File: config.mk
export PLATFORM = sky130hd
export DESIGN_NAME = alu_issue_flat
export DESIGN_NICKNAME = d
export VERILOG_FILES = /design/src/rtl/alu_issue_if.sv /design/src/rtl/alu_issue.sv /design/src/flat_wrapper.sv
export SDC_FILE = /design/constraint.sdc
export NUM_CORES = 1
export LEC_CHECK = 0
export ABC_CLOCK_PERIOD_IN_PS = 2280
export BUFFER_PORTS_ARGS = -buffer_cell sky130_fd_sc_hd__buf_2
export CORE_UTILIZATION = 27
export DETAILED_ROUTE_END_ITERATION = 7
export PLACE_DENSITY_LB_ADDON = 0.05
export SLEW_MARGIN = 20
export SYNTH_ARGS = -nofsm -noshare
export SYNTH_HDL_FRONTEND = slang
export SYNTH_SLANG_ARGS = --single-unit
File: constraint.sdc
create_clock -name clock -period 2.28 [get_ports clock]
set_clock_uncertainty 0.1 [all_clocks]
set_input_delay 0.228 -clock clock [delete_from_list [all_inputs] [get_ports clock]]
set_output_delay 0.228 -clock clock [all_outputs]
set_load 0.01 [all_outputs]
File: src/rtl/alu_issue_if.sv
// Producer-side instruction handshake for the ALU issue stage.
interface alu_issue_if;
  logic       in_valid;
  logic       in_ready;
  logic [1:0] in_opcode;
  logic [3:0] in_a;
  logic [3:0] in_b;

  modport master (output in_valid, output in_opcode, output in_a, output in_b, input in_ready);
  modport slave  (input in_valid, input in_opcode, input in_a, input in_b, output in_ready);
endinterface

File: src/rtl/alu_issue.sv
// Instruction FIFO feeding a registered 4-bit ALU: issues one entry per cycle,
// guards divide-by-zero and delays the issue strobe to line up with the ALU result.
module alu_issue #(
  parameter int DEPTH = 4,  // power of two, >= 2
  parameter int CNT_W = 8
) (
  input  logic             clock,
  input  logic             reset_n,
  alu_issue_if.slave       in_if,
  input  logic             hold,
  output logic [3:0]       op1,
  output logic [3:0]       op2,
  output logic [1:0]       opcode,
  output logic             issue_valid,
  output logic             res_valid,
  output logic             res_dz,
  output logic [CNT_W-1:0] issued_count
);

  localparam int AW = $clog2(DEPTH);
  localparam logic [AW:0] OCC_FULL = DEPTH[AW:0];

  logic [9:0]       r_mem [DEPTH];
  logic [AW-1:0]    r_wptr;
  logic [AW-1:0]    r_rptr;
  logic [AW:0]      r_occ;
  logic [3:0]       r_op1;
  logic [3:0]       r_op2;
  logic [1:0]       r_opcode;
  logic             r_issue;
  logic             r_dz;
  logic             r_res_valid;
  logic             r_res_dz;
  logic [CNT_W-1:0] r_count;

  logic       w_full;
  logic       w_empty;
  logic       w_push;
  logic       w_pop;
  logic [9:0] w_head;
  logic       w_dz;

  always_comb begin
    w_full  = (r_occ == OCC_FULL);
    w_empty = (r_occ == '0);
    // in_ready looks only at registered occupancy, never at a same-edge pop
    w_push  = in_if.in_valid && !w_full;
    w_pop   = !w_empty && !hold;
    w_head  = r_mem[r_rptr];
    w_dz    = (w_head[9:8] == 2'd3) && (w_head[3:0] == 4'd0);
  end

  assign in_if.in_ready = !w_full;

  always_ff @(posedge clock) begin
    if (w_push) r_mem[r_wptr] <= {in_if.in_opcode, in_if.in_b, in_if.in_a};
  end

  always_ff @(posedge clock or negedge reset_n) begin
    if (!reset_n) begin
      r_wptr      <= '0;
      r_rptr      <= '0;
      r_occ       <= '0;
      r_op1       <= '0;
      r_op2       <= '0;
      r_opcode    <= '0;
      r_issue     <= 1'b0;
      r_dz        <= 1'b0;
      r_res_valid <= 1'b0;
      r_res_dz    <= 1'b0;
      r_count     <= '0;
    end else begin
      if (w_push) r_wptr <= r_wptr + AW'(1);
      if (w_pop) begin
        r_rptr   <= r_rptr + AW'(1);
        r_op1    <= w_dz ? 4'd1 : w_head[3:0];
        r_op2    <= w_head[7:4];
        r_opcode <= w_head[9:8];
        r_count  <= r_count + CNT_W'(1);
      end
      r_issue     <= w_pop;
      r_dz        <= w_pop && w_dz;
      r_res_valid <= r_issue;
      r_res_dz    <= r_dz;
      case ({w_push, w_pop})
        2'b10:   r_occ <= r_occ + (AW+1)'(1);
        2'b01:   r_occ <= r_occ - (AW+1)'(1);
        default: r_occ <= r_occ;
      endcase
    end
  end

  assign op1          = r_op1;
  assign op2          = r_op2;
  assign opcode       = r_opcode;
  assign issue_valid  = r_issue;
  assign res_valid    = r_res_valid;
  assign res_dz       = r_res_dz;
  assign issued_count = r_count;

endmodule

File: src/flat_wrapper.sv
// flat-port wrapper written by rule: the top's interface ports become plain ports
module alu_issue_flat 
#(
  parameter int DEPTH = 4,                       
  parameter int CNT_W = 8
)
  (clock, reset_n, hold, op1, op2, opcode, issue_valid, res_valid, res_dz, issued_count, in_if_in_valid, in_if_in_opcode, in_if_in_a, in_if_in_b, in_if_in_ready);
  alu_issue_if in_if_i ();
  input  logic clock;
  input  logic reset_n;
  input  logic hold;
  output logic [3:0] op1;
  output logic [3:0] op2;
  output logic [1:0] opcode;
  output logic issue_valid;
  output logic res_valid;
  output logic res_dz;
  output logic [CNT_W-1:0] issued_count;
  input wire logic [$bits(in_if_i.in_valid)-1:0] in_if_in_valid;
  input wire logic [$bits(in_if_i.in_opcode)-1:0] in_if_in_opcode;
  input wire logic [$bits(in_if_i.in_a)-1:0] in_if_in_a;
  input wire logic [$bits(in_if_i.in_b)-1:0] in_if_in_b;
  output wire logic [$bits(in_if_i.in_ready)-1:0] in_if_in_ready;
  assign in_if_i.in_valid = in_if_in_valid;
  assign in_if_i.in_opcode = in_if_in_opcode;
  assign in_if_i.in_a = in_if_in_a;
  assign in_if_i.in_b = in_if_in_b;
  assign in_if_in_ready = in_if_i.in_ready;
  alu_issue #(.DEPTH(DEPTH), .CNT_W(CNT_W)) u_core (.clock(clock), .reset_n(reset_n), .in_if(in_if_i), .hold(hold), .op1(op1), .op2(op2), .opcode(opcode), .issue_valid(issue_valid), .res_valid(res_valid), .res_dz(res_dz), .issued_count(issued_count));
endmodule
## Word level (Yosys, flattened, before mapping)

Memory sizes are Yosys's and may differ from the RTL's.
Index checks and enable logic that the tools add are counted.

| storage, ports and cells | value |
|---|---|
| output and inout port bits | 22 |
| memories | 1 |
| bits in latches | 0 |
| bits in registers | 29 |
| memory bits (read-only) | 0 |
| input port bits | 14 |
| RAM bits | 40 |

| cells by class | value |
|---|---|
| bitwise operators | 0 |
| shifts and indexed selects | 0 |
| muxes and demuxes | 4 |
| equal/unequal tests | 4 |
| divide/modulo/power cells | 0 |
| multiply operators | 0 |
| reduce and logical (&&, ||, !) cells | 10 |
| add/sub/neg operators | 5 |
| $lt $le $gt $ge | 0 |

Memories:

| name | depth | width | read ports | clocked after Yosys merged registers in | wr ports | line | source |
|---|---|---|---|---|---|---|---|
| u_core.r_mem | 4 | 10 | 1 | 0 | 1 | alu_issue.sv:23 | `logic [9:0] r_mem [DEPTH];` |

Operators by type and width:

| operator | count |
|---|---|
| 8-bit by 1-bit adder with 8-bit output (second input constant) | 1 |
| 3-bit one-hot mux with 2 select lines | 1 |
| 2-bit by 1-bit adder with 2-bit output (second input constant) | 2 |
| 2-bit == test (second input constant) | 2 |
| 1-bit logical AND | 4 |
| 4-bit logical NOT | 1 |
| 4-bit two-way mux | 1 |
| 3-bit by 1-bit adder with 3-bit output (second input constant) | 1 |
| 3-bit == test (second input constant) | 1 |
| 1-bit logical NOT | 3 |
| 3-bit logical NOT | 1 |
| 3-bit by 1-bit subtractor with 3-bit output (second input constant) | 1 |
| 2-bit by 1-bit == test with 1-bit output (second input constant) | 1 |
| 1-bit two-way mux | 2 |
| 2-bit nonzero test | 1 |

## Depth between registers and ports, before layout

Gate-level depths: netlist of run 1.

| depth | value |
|---|---|
| depth after elaboration | 5 |
| gate-level depth with buffers | 10 |
| depth with buffers taken out | 10 |

## Worst setup path before layout of run 1

Ideal clock, no wire load.

| timing | value |
|---|---|
| path kind | flip-flop to flip-flop |
| start | register u_core.r_occ[0] |
| end | register u_core.r_occ[2] |
| cell stages (with the launch flop) | 11 |
| required time | 2.101 ns |
| setup slack | 0.180 ns |
| arrival | 1.921 ns |
| path buffers | 0 |
| period minus slack after synthesis | 2.100 ns |
| setup time | 0.079 ns |
| cell sequence | dfrtp_1 -> inv_1 -> nand3_1 -> and2_1 -> inv_1 -> ha_1 -> inv_1 -> fa_1 -> xor2_1 -> nor2_1 -> xor2_1 |

| on the way | value |
|---|---|
| longest elaborated chain between the ends | 5 |

RTL lines:

| what | line | source |
|---|---|---|
| start, declared | alu_issue.sv:26 | `logic [AW:0] r_occ;` |
| start signal, assigned | alu_issue.sv:86 | `2'b10: r_occ <= r_occ + (AW+1)'(1);` |
| start signal, assigned | alu_issue.sv:87 | `2'b01: r_occ <= r_occ - (AW+1)'(1);` |
| start signal, assigned | alu_issue.sv:88 | `default: r_occ <= r_occ;` |
| 3-bit == test (*) | alu_issue.sv:44 | `w_full = (r_occ == OCC_FULL);` |
| 1-bit logical NOT (*) | n/a |  |
| named net in_if_in_ready | flat_wrapper.sv:23 | `output wire logic [$bits(in_if_i.in_ready)-1:0] in_if_in_ready;` |
| 1-bit logical AND (*) | alu_issue.sv:47 | `w_push = in_if.in_valid && !w_full;` |
| 2-bit by 1-bit == test with 1-bit output or 2-bit == test (tied branches) | alu_issue.sv:85 | `case ({w_push, w_pop})` |
| 3-bit one-hot mux with 2 select lines or 2-bit nonzero test (tied branches) | n/a |  |

The timed path passes the listed nets; every way through them passes the cells marked *.
A chain may end at the register's enable or synchronous reset.

## Final worst setup path of run 1

| timing | value |
|---|---|
| start | register u_core.r_occ[0] |
| end | register u_core.r_occ[2] |

| on the way | value |
|---|---|
| longest elaborated chain between the ends | 5 |

RTL lines:

| what | line |
|---|---|
| 3-bit == test or 3-bit logical NOT (tied branches) | alu_issue.sv:44, alu_issue.sv:45 |
| 1-bit logical NOT (on tied branches) | alu_issue.sv:47, alu_issue.sv:48 |
| 1-bit logical AND (on tied branches) | alu_issue.sv:47, alu_issue.sv:48 |
| 2-bit by 1-bit == test with 1-bit output or 2-bit == test (tied branches) | alu_issue.sv:85 |
| 3-bit one-hot mux with 2 select lines or 2-bit nonzero test (tied branches) | n/a |

Several ways; a longest one is shown, not always the timed one.

==> results of run 1 <==
==> critical path: stages, from the launching register on <==
cell	delay, ns
dfrtp_1	0.42
inv_1	0.12
nand3_1	0.09
and2_1	0.21
inv_1	0.07
ha_1	0.19
inv_1	0.06
fa_1	0.39
xor2_1	0.16
nor2_1	0.13
xor2_1	0.16
==> per-layer routing <==
| layer | GRT usage | vias to the layer above | part of all wire |
|---|---|---|---|
| met5 | 0 | - | 0 |
| met4 | 0.0560 | 0 | 0.012 |
| met3 | 0.0301 | 4 | 0.038 |
| met2 | 0.181 | 33 | 0.47 |
| met1 | 0.149 | 752 | 0.48 |
| li1 | - | 661 | - |
==> stage by stage <==
step	area (um2)	setup slack, ns
3_3_place_gp	3080	0.282
2_1_floorplan	2700	0.180
5_1_grt	3400	0.0154
6_report	3400	0.109
3_5_place_dp	3080	0.109
4_1_cts	3400	0.0840
==> worst paths after layout <==
kind / slack [ns] / from / to / cells past startpoint
max in group asynchronous: 1.28 / reset_n / u_core.issued_count[0] / 2
min in group asynchronous: 0.36 / reset_n / u_core.op1[1] / 2
hold reg to reg: 0.25 / u_core.r_dz / u_core.res_dz / 0
setup / recovery: 0.11 / u_core.r_occ[0] / u_core.r_occ[2] / 10
setup reg to reg: 0.11 / u_core.r_occ[0] / u_core.r_occ[2] / 10
hold / removal: 0.02 / in_if_in_a[1] / u_core.r_mem[3][1] / 1
==> registers in the layout, indices dropped and copies added, names as in the netlist <==
register             flops
u_core.issue_valid       1
u_core.issued_count      8
u_core.op1               4
u_core.op2               4
u_core.opcode            2
u_core.r_dz              1
u_core.r_mem            40
u_core.r_occ             3
u_core.r_rptr            2
u_core.r_wptr            2
u_core.res_dz            1
u_core.res_valid         1
==> power by group <==
part | internal [W] | total [W] | switching, W
logic | 0.000663 | 0.00132 | 0.000660
registers | 0.00171 | 0.00196 | 0.000244
clock network | 0.000619 | 0.00110 | 0.000485
==> cell type report <==
type	count	area (um2)	share of cell area
Clock buffer	9	124	0.0365
Sequential cell	69	1930	0.567
Clock inverter	7	98.8	0.0291
Inverter	6	22.5	0.00663
Tap cell	133	166	0.0490
Timing Repair Buffer	52	325	0.0958
Multi-Input combinational cell	66	732	0.216
==> cells by family after synthesis <==
logic type | count (synthesis) | share of synthesized area
and+or+nand+nor | 23 | 0.0472
adders and majority gates | 7 | 0.0352
DFF | 69 | 0.713
muxes | 23 | 0.146
buffers and inverters | 9 | 0.0167
xor gates and xnor gates | 13 | 0.0421
==> cell usage after synthesis, drive strengths merged <==
cell    count
clkbuf      1
inv         6
xor2        5
mux4       10
nand2       3
nand4       3
buf         2
ha          6
and3        5
nand3       4
nor2        4
fa          1
edfxtp     40
xnor2       8
dfrtp      29
mux2       11
nor3        3
mux2i       2
and2        1
==> flow_summary_export.csv, run 1 <==
group,metric,value,unit
global_routing,grt_max_degree,30,
setup_path,path_class,"reg -> reg",
power,p_leak,1.36,nW
clock_tree,ctsHoldBuffers,9,
global_routing,gr-usage-all-layers,0.115,
placement,port_buffers,35,
finish,areaGrowthSynthToFinish,25.6,%
clock_tree,cts_sinks,69,
die,die_h,102,um
finish,layout_commonest_cell,"edfxtp_1",
yosys,syn-instance-count,144,
power,p_per_area,1290,nW/um2
setup_path,required,2.44,ns
die,rows,36,
clock_tree,insertion_delay,0.34,ns
setup_path,startpoint_type,"flip-flop",
global_routing,grt_first_pass_wirelength,8.51,mm
yosys,synth_area_leaders,"edfxtp_1, dfrtp_1, mux4_1",
yosys,synth.avg_cell_area,18.8,um2
clock_tree,numCtsBuffers,9,
finish,num_antenna_cells,0,
timing,fmax,461,MHz
yosys,syn_area,2700,um2
route,detail-route-antenna-nets,0,
worst_hold_path,hold_class,"in -> reg",
timing,drv_slew,0,
timing,fin_setup_tns,0,ns
yosys,yosysTopAreaCellShare,0.444,
timing,slew-limit-headroom,0.553,
placement,place_congestion,0.698,
global_routing,gr-total-overflow,0,
yosys,ys_warn_count,0,
clock_tree,clockBufferDepth,2,
setup_path,endpoint_kind,"flip-flop",
finish,drive_above_1_share,0.364,
die,start_util,0.278,
clock_tree,cts_tree,"built",
timing,holdWs,0.0209,ns
setup_path,crit_fanout,3,
global_routing,grt_pass1_vias,1577,
die,core_area,9730,um2
timing,worst_pin_slew,0.671,ns
route,vias,1450,
clock_tree,root_buffer,"clkbuf_8",
timing,setup_viol,0,
yosys,ys_types,23,
clock_tree,h-tree-depth,3,
timing,hold_viol,0,
route,wl,5.26,mm
die,die_x,102,um
finish,final_cell_mix,"edfxtp_1, buf_2, dfrtp_1",
yosys,synth-seq-area-share,0.713,
power,p_total,0.00439,W
die,io_pins,36,
yosys,ys_ff_latch,69,
route,wl_per_cell,15.4,um
timing,post-route-min-period,2.17,ns
placement,place_hpwl,3.53,mm
global_routing,antenna_found_initial,0,
yosys,yosys.area.top_type,"edfxtp_1",
outcome,status,"finished, final reports clean",
timing,fin_crit_sh,0.952,
clock_tree,cts.repair.resized,0,
timing,rsz0062_at_grt,"no",
route,drc_errors,0,
power,peakVddDrop,0.312,mV
finish,n_fill_cell,955,
route,vias_per_cell,4.24,
route,drt_first_iter_violations,41,
finish,post-route-util,0.349,
route,drt_pass1_iterations,3,
clock_tree,cts_setup_buffers,0,
clock_tree,cts.reportedPaths.clkPinSlew,0.08,ns
finish,nNetsFinal,225,
setup_path,cp.arrival,2.33,ns
finish,fin_cells,342,
flow_run,drv_cap,0,
die,die_area,10400,um2
placement,dp.cells,317,
yosys,synthesis.nets,165,
Power figures use the tool's default switching activity.
==> run 2: changes to the inputs <==
- CORE_UTILIZATION: 27 -> 35
- PLACE_DENSITY_LB_ADDON: 0.05 -> 0.1
==> run 2 against run 1 <==
- utilization increased by 9.2 points
- critical path type unchanged
- worst setup slack improved by 0.029 ns
- cell area decreased by 4.3%
- flip-flop and latch count unchanged
- worst hold slack got worse by 0.0081 ns
- critical path depth unchanged
- highest routed layer unchanged
- via count decreased by 2.3%
- sequential share of layout area increased by 2.6 points
- clock power decreased by 23%
- global-route usage increased by 1.6 points
==> flow_summary_export.csv, run 2 (synthesis gave the netlist of run 1 again) <==
group,metric,value,unit
route,drt_first_iter_violations,32,
die,io_pins,36,
worst_hold_path,hold_start,"in_if_in_a[0]",
placement,port_buffers,35,
setup_path,crit_family,"adder cells",
finish,areaGrowthSynthToFinish,20.1,%
clock_tree,cts_sinks,69,
finish,post-route-util,0.441,
power,p_leak,1.30,nW
die,die_x,89.9,um
setup_path,critical_path.startpoint,"u_core.r_occ[1]",
timing,setup_viol,0,
clock_tree,h-tree-depth,3,
route,drc_errors,0,
setup_path,reg2reg_from,"u_core.r_occ[1]",
setup_path,required,2.44,ns
finish,drive_above_1_share,0.347,
route,vias_per_cell,4.70,
power,p_switching,0.00131,W
finish,n_fill_cell,688,
finish,final_cell_mix,"edfxtp_1, buf_2, dfrtp_1",
finish,multi_input_area,737,um2
setup_path,path_class,"reg -> reg",
global_routing,gr-total-overflow,0,
finish,nNetsFinal,218,
die,die_h,89.9,um
die,start_util,0.367,
route,drt_pass1_iterations,2,
power,p_per_area,1240,nW/um2
timing,post-route-min-period,2.14,ns
die,rows,31,
timing,worst_pin_slew,0.675,ns
placement,place_congestion,0.757,
finish,layout_commonest_cell,"edfxtp_1",
timing,fmax,467,MHz
global_routing,antenna_found_initial,0,
global_routing,grt_pass1_vias,1514,
power,pwr-share-comb,0.303,
power,pwr-share-seq,0.487,
clock_tree,root_buffer,"clkbuf_8",
power,clkPwrFrac,0.210,
global_routing,gr-usage-all-layers,0.131,
worst_hold_path,hold_class,"in -> reg",
setup_path,endpoint_kind,"flip-flop",
die,die_area,8080,um2
power,peakVddDrop,0.459,mV
finish,largest_reg_flops,40,
clock_tree,cts_tree,"built",
route,detail-route-antenna-nets,0,
timing,slew-limit-headroom,0.550,
global_routing,grt_first_pass_wirelength,7.77,mm
setup_path,critPathBufInv,3,
setup_path,startpoint_type,"flip-flop",
setup_path,cp.arrival,2.30,ns
clock_tree,numCtsBuffers,9,
setup_path,crit_fanout,6,
timing,hold_viol,0,
power,p_sw_frac,0.325,
die,core_area,7370,um2
timing,fin_crit_sh,0.940,
timing,holdWs,0.0127,ns
route,wl_per_cell,15.8,um
clock_tree,insertion_delay,0.34,ns
clock_tree,cts.reportedPaths.clkPinSlew,0.07,ns
placement,place_hpwl,3.12,mm
clock_tree,clockBufferDepth,2,
route,wl,4.76,mm
timing,drv_slew,0,
flow_run,drv_cap,0,
global_routing,grt_max_degree,30,
setup_path,cpMaxStageDelayCell,"dfrtp_1",
finish,seq_area,1930,um2
outcome,status,"finished, final reports clean",
route,vias,1416,
setup_path,cpPeakStageDelay,0.38,ns
finish,top_register,"u_core.r_mem",
power,internal_power,0.00273,W
setup_path,crit_chain,"inv_1, nand3_2, and2_1, inv_1, ha_1, inv_1, fa_1, xor2_1, nor2_1, xor2_1",
setup_path,path_common_cell,"inv_1",
finish,num_antenna_cells,0,
run 2: final timing paths:
kind                                       to  slack [ns]  depth (start not counted)
setup / recovery              u_core.r_occ[2]        0.14                         10
hold / removal             u_core.r_mem[2][0]        0.01                          1
setup reg to reg              u_core.r_occ[2]        0.14                         10
hold reg to reg                 u_core.res_dz        0.26                          0
max in group asynchronous    u_core.r_rptr[1]        1.27                          2
min in group asynchronous  u_core.issue_valid        0.37                          2
run 2: layout make-up:
type,instances,share of cell area
clock buffers,10,0.0393
multi-input cells,66,0.227
inverters,6,0.00693
flip-flops and latches,69,0.593
repair buffers,45,0.0832
well taps,99,0.0381
clock inverters,6,0.0123
run 2: power groups by stage:
stage	Combinational, W	Sequential (W)	Clock, W
6_report	0.00123	0.00197	0.000847
5_1_grt	0.00136	0.00203	0.000949
4_1_cts	0.00125	0.00197	0.000872
3_5_place_dp	0.00123	0.00200	0
3_3_place_gp	0.00120	0.00197	0
2_1_floorplan	0.000801	0.00199	0
run 2: through the flow:
step	instance area, um2	cells	setup slack [ns]	TNS [ns]	total power (W)
floorplan	2700	144	0.180	0	0.00279
detailed placement	3000	277	0.0818	0	0.00324
finish	3250	301	0.137	0	0.00404
CTS	3240	301	0.0665	0	0.00410
global placement	3000	277	0.210	0	0.00317
global route	3250	301	-0.0116	-0.0116	0.00433
run 2: what timing repair did:
item	CTS	global route
setup buffers	0	0
endpoints found under the hold margin	55	0
hold buffers	8	0
gates resized for setup	0	2
endpoints found under the setup margin	0	1
run 2: metal layers:
metal  up-vias  part of all wire  track usage
li1        652                 -            -
met1       727              0.43        0.159
met2        33              0.51        0.215
met3         4             0.043       0.0482
met4         0            0.0097       0.0484
met5         -                 0            0
run 2: worst register-to-register path, delay by kind of cell, from the launching register on:
kind	cells	cell delay (ns)
adder cells (fa/ha/maj)	2	0.55
XOR/XNOR	2	0.31
buffers and inverters	3	0.26
AND/OR/NAND/NOR	3	0.47
flip-flops	1	0.38
==> run 3: changes to the inputs <==
--- a/config.mk
+++ b/config.mk
@@ -9,2 +9,3 @@
 export BUFFER_PORTS_ARGS = -buffer_cell sky130_fd_sc_hd__buf_2
+export CORE_MARGIN = 2
 export CORE_UTILIZATION = 35
@@ -16 +17,2 @@
 export SYNTH_SLANG_ARGS = --single-unit
+export TNS_END_PERCENT = 100
--- a/constraint.sdc
+++ b/constraint.sdc
@@ -4,2 +4,2 @@
 set_output_delay 0.228 -clock clock [all_outputs]
-set_load 0.01 [all_outputs]
+set_load 0.02 [all_outputs]
==> run 3 against run 2 <==
- combinational power increased by 9.8%
- cell area is 0.42% higher
- fmax up 1.2%
- power up 5.7%
- worst hold slack better by 0.0049 ns
- critical path type unchanged
- critical endpoint unchanged
- critical path depth unchanged
- wire length down 3.4%
- sequential share of layout area fell by 0.25 points
- highest routed layer unchanged
- sequential power is essentially flat
==> flow_summary_export.csv, run 3 (synthesis gave the netlist of run 1 again) <==
group,metric,value,unit
die,rows,32,
timing,fin_setup_tns,0,ns
outcome,status,"finished, final reports clean",
placement,place_congestion,0.757,
route,wl_per_cell,15.2,um
finish,areaGrowthSynthToFinish,20.6,%
finish,nNetsFinal,216,
timing,finalWorstSetupSlack,0.162,ns
power,peakVddDrop,0.397,mV
finish,drive_above_1_share,0.345,
finish,layout_commonest_cell,"edfxtp_1",
clock_tree,numCtsBuffers,9,
placement,place_ws,0.0529,ns
global_routing,antenna_found_initial,0,
global_routing,gr-total-overflow,0,
die,die_h,91.9,um
timing,fmax,472,MHz
timing,worst_pin_slew,0.678,ns
route,wl,4.60,mm
clock_tree,insertion_delay,0.32,ns
clock_tree,root_buffer,"clkbuf_8",
route,drc_errors,0,
clock_tree,h-tree-depth,3,
worst_hold_path,hold_class,"in -> reg",
timing,fin_crit_sh,0.929,
power,p_leak,1.32,nW
timing,slew-limit-headroom,0.548,
timing,hold_viol,0,
setup_path,cp.arrival,2.26,ns
placement,port_buffers,35,
die,core_area,7610,um2
clock_tree,cts_setup_buffers,0,
timing,drv_slew,0,
route,vias,1378,
setup_path,required,2.43,ns
clock_tree,cts_sinks,69,
finish,largest_reg_flops,40,
global_routing,grt_max_degree,30,
timing,setup_viol,0,
power,p_per_area,1310,nW/um2
global_routing,gr-usage-all-layers,0.123,
timing,holdWs,0.0176,ns
finish,num_antenna_cells,0,
setup_path,startpoint_type,"flip-flop",
setup_path,path_class,"reg -> reg",
route,drt_pass1_iterations,4,
clock_tree,clockBufferDepth,2,
clock_tree,cts_tree,"built",
finish,top_register,"u_core.r_mem",
route,vias_per_cell,4.56,
die,die_area,8440,um2
route,detail-route-antenna-nets,0,
setup_path,endpoint_kind,"flip-flop",
die,io_pins,36,
global_routing,grt_first_pass_wirelength,7.59,mm
flow_run,drv_cap,0,
setup_path,crit_fanout,6,
timing,rsz0062_at_grt,"no",
clock_tree,cts.reportedPaths.clkPinSlew,0.07,ns
global_routing,grt_pass1_vias,1512,
die,die_x,91.9,um
route,drt_first_iter_violations,59,
finish,final_cell_mix,"edfxtp_1, buf_2, dfrtp_1",
die,start_util,0.355,
timing,post-route-min-period,2.12,ns
placement,place_hpwl,3.01,mm
[run 3: cell types whose count changed in the layout (fill, tap and decap cells not counted)]
cell / change
clkbuf_1: +2
nand3_2: -1
clkbuf_8: +1
bufinv_16: +1
clkinvlp_4: -3
dlygate4sd3_1: -2
and2_1: -1
nand3_4: +1
and2_4: +1
clkinv_4: -1
[run 3: area by class of cell]
class                      instances  area (um2)
inverter                           6        22.5
clock inverter                     3        38.8
timing repair buffer              43         250
sequential                        69        1930
multi-input combinational         66         747
tap                              102         128
fill                             679        4350
clock buffer                      13         149
[run 3: where the power goes]
group / internal [W] / switching (W) / total (W) / leakage (nW)
Combinational: 0.000621 / 0.000727 / 0.00135 / 0.506
Sequential: 0.00172 / 0.000263 / 0.00198 / 0.716
Clock: 0.000532 / 0.000411 / 0.000942 / 0.0951
Total: 0.00287 / 0.00140 / 0.00427 / 1.32
[run 3: path summary, 6_finish.rpt]
kind                                       from                      to  slack (ns)  cells past startpoint
min in group asynchronous               reset_n           u_core.op2[2]        0.37                      2
max in group asynchronous               reset_n  u_core.issued_count[3]        1.27                      2
worst max-delay path            u_core.r_occ[0]         u_core.r_occ[2]        0.16                     10
worst max register to register  u_core.r_occ[0]         u_core.r_occ[2]        0.16                     10
worst min register to register      u_core.r_dz           u_core.res_dz        0.26                      0
worst min-delay path              in_if_in_a[0]      u_core.r_mem[3][0]        0.02                      1
[run 3: through the flow]
stage | area, um2 | instances | total power, W | util
5_1_grt | 3260 | 302 | 0.00458 | 0.429
6_report | 3260 | 302 | 0.00427 | 0.429
3_3_place_gp | 3000 | 280 | 0.00330 | 0.394
3_5_place_dp | 3000 | 280 | 0.00336 | 0.394
4_1_cts | 3230 | 300 | 0.00432 | 0.424
2_1_floorplan | 2700 | 144 | 0.00292 | -
[run 3: worst max-delay path, stage by stage (launching register included)]
cell,delay (ns)
dfrtp_1,0.41
inv_1,0.15
nand3_4,0.11
and2_4,0.19
inv_1,0.05
ha_1,0.17
inv_1,0.06
fa_1,0.37
xor2_1,0.15
nor2_1,0.11
xor2_1,0.16
[run 3: timing repair]
action / 4_1_cts / 5_1_grt
endpoints found under the hold margin: 41 / 6
resized for setup: 0 / 5
hold buffers: 4 / 2
setup endpoints to repair: 0 / 1
[run 3: layer usage]
layer | up-vias | GRT usage | share of wire
met2 | 37 | 0.203 | 0.52
met5 | - | 0 | 0
met4 | 0 | 0.0634 | 0.015
met1 | 687 | 0.148 | 0.41
li1 | 646 | - | -
met3 | 8 | 0.0345 | 0.051
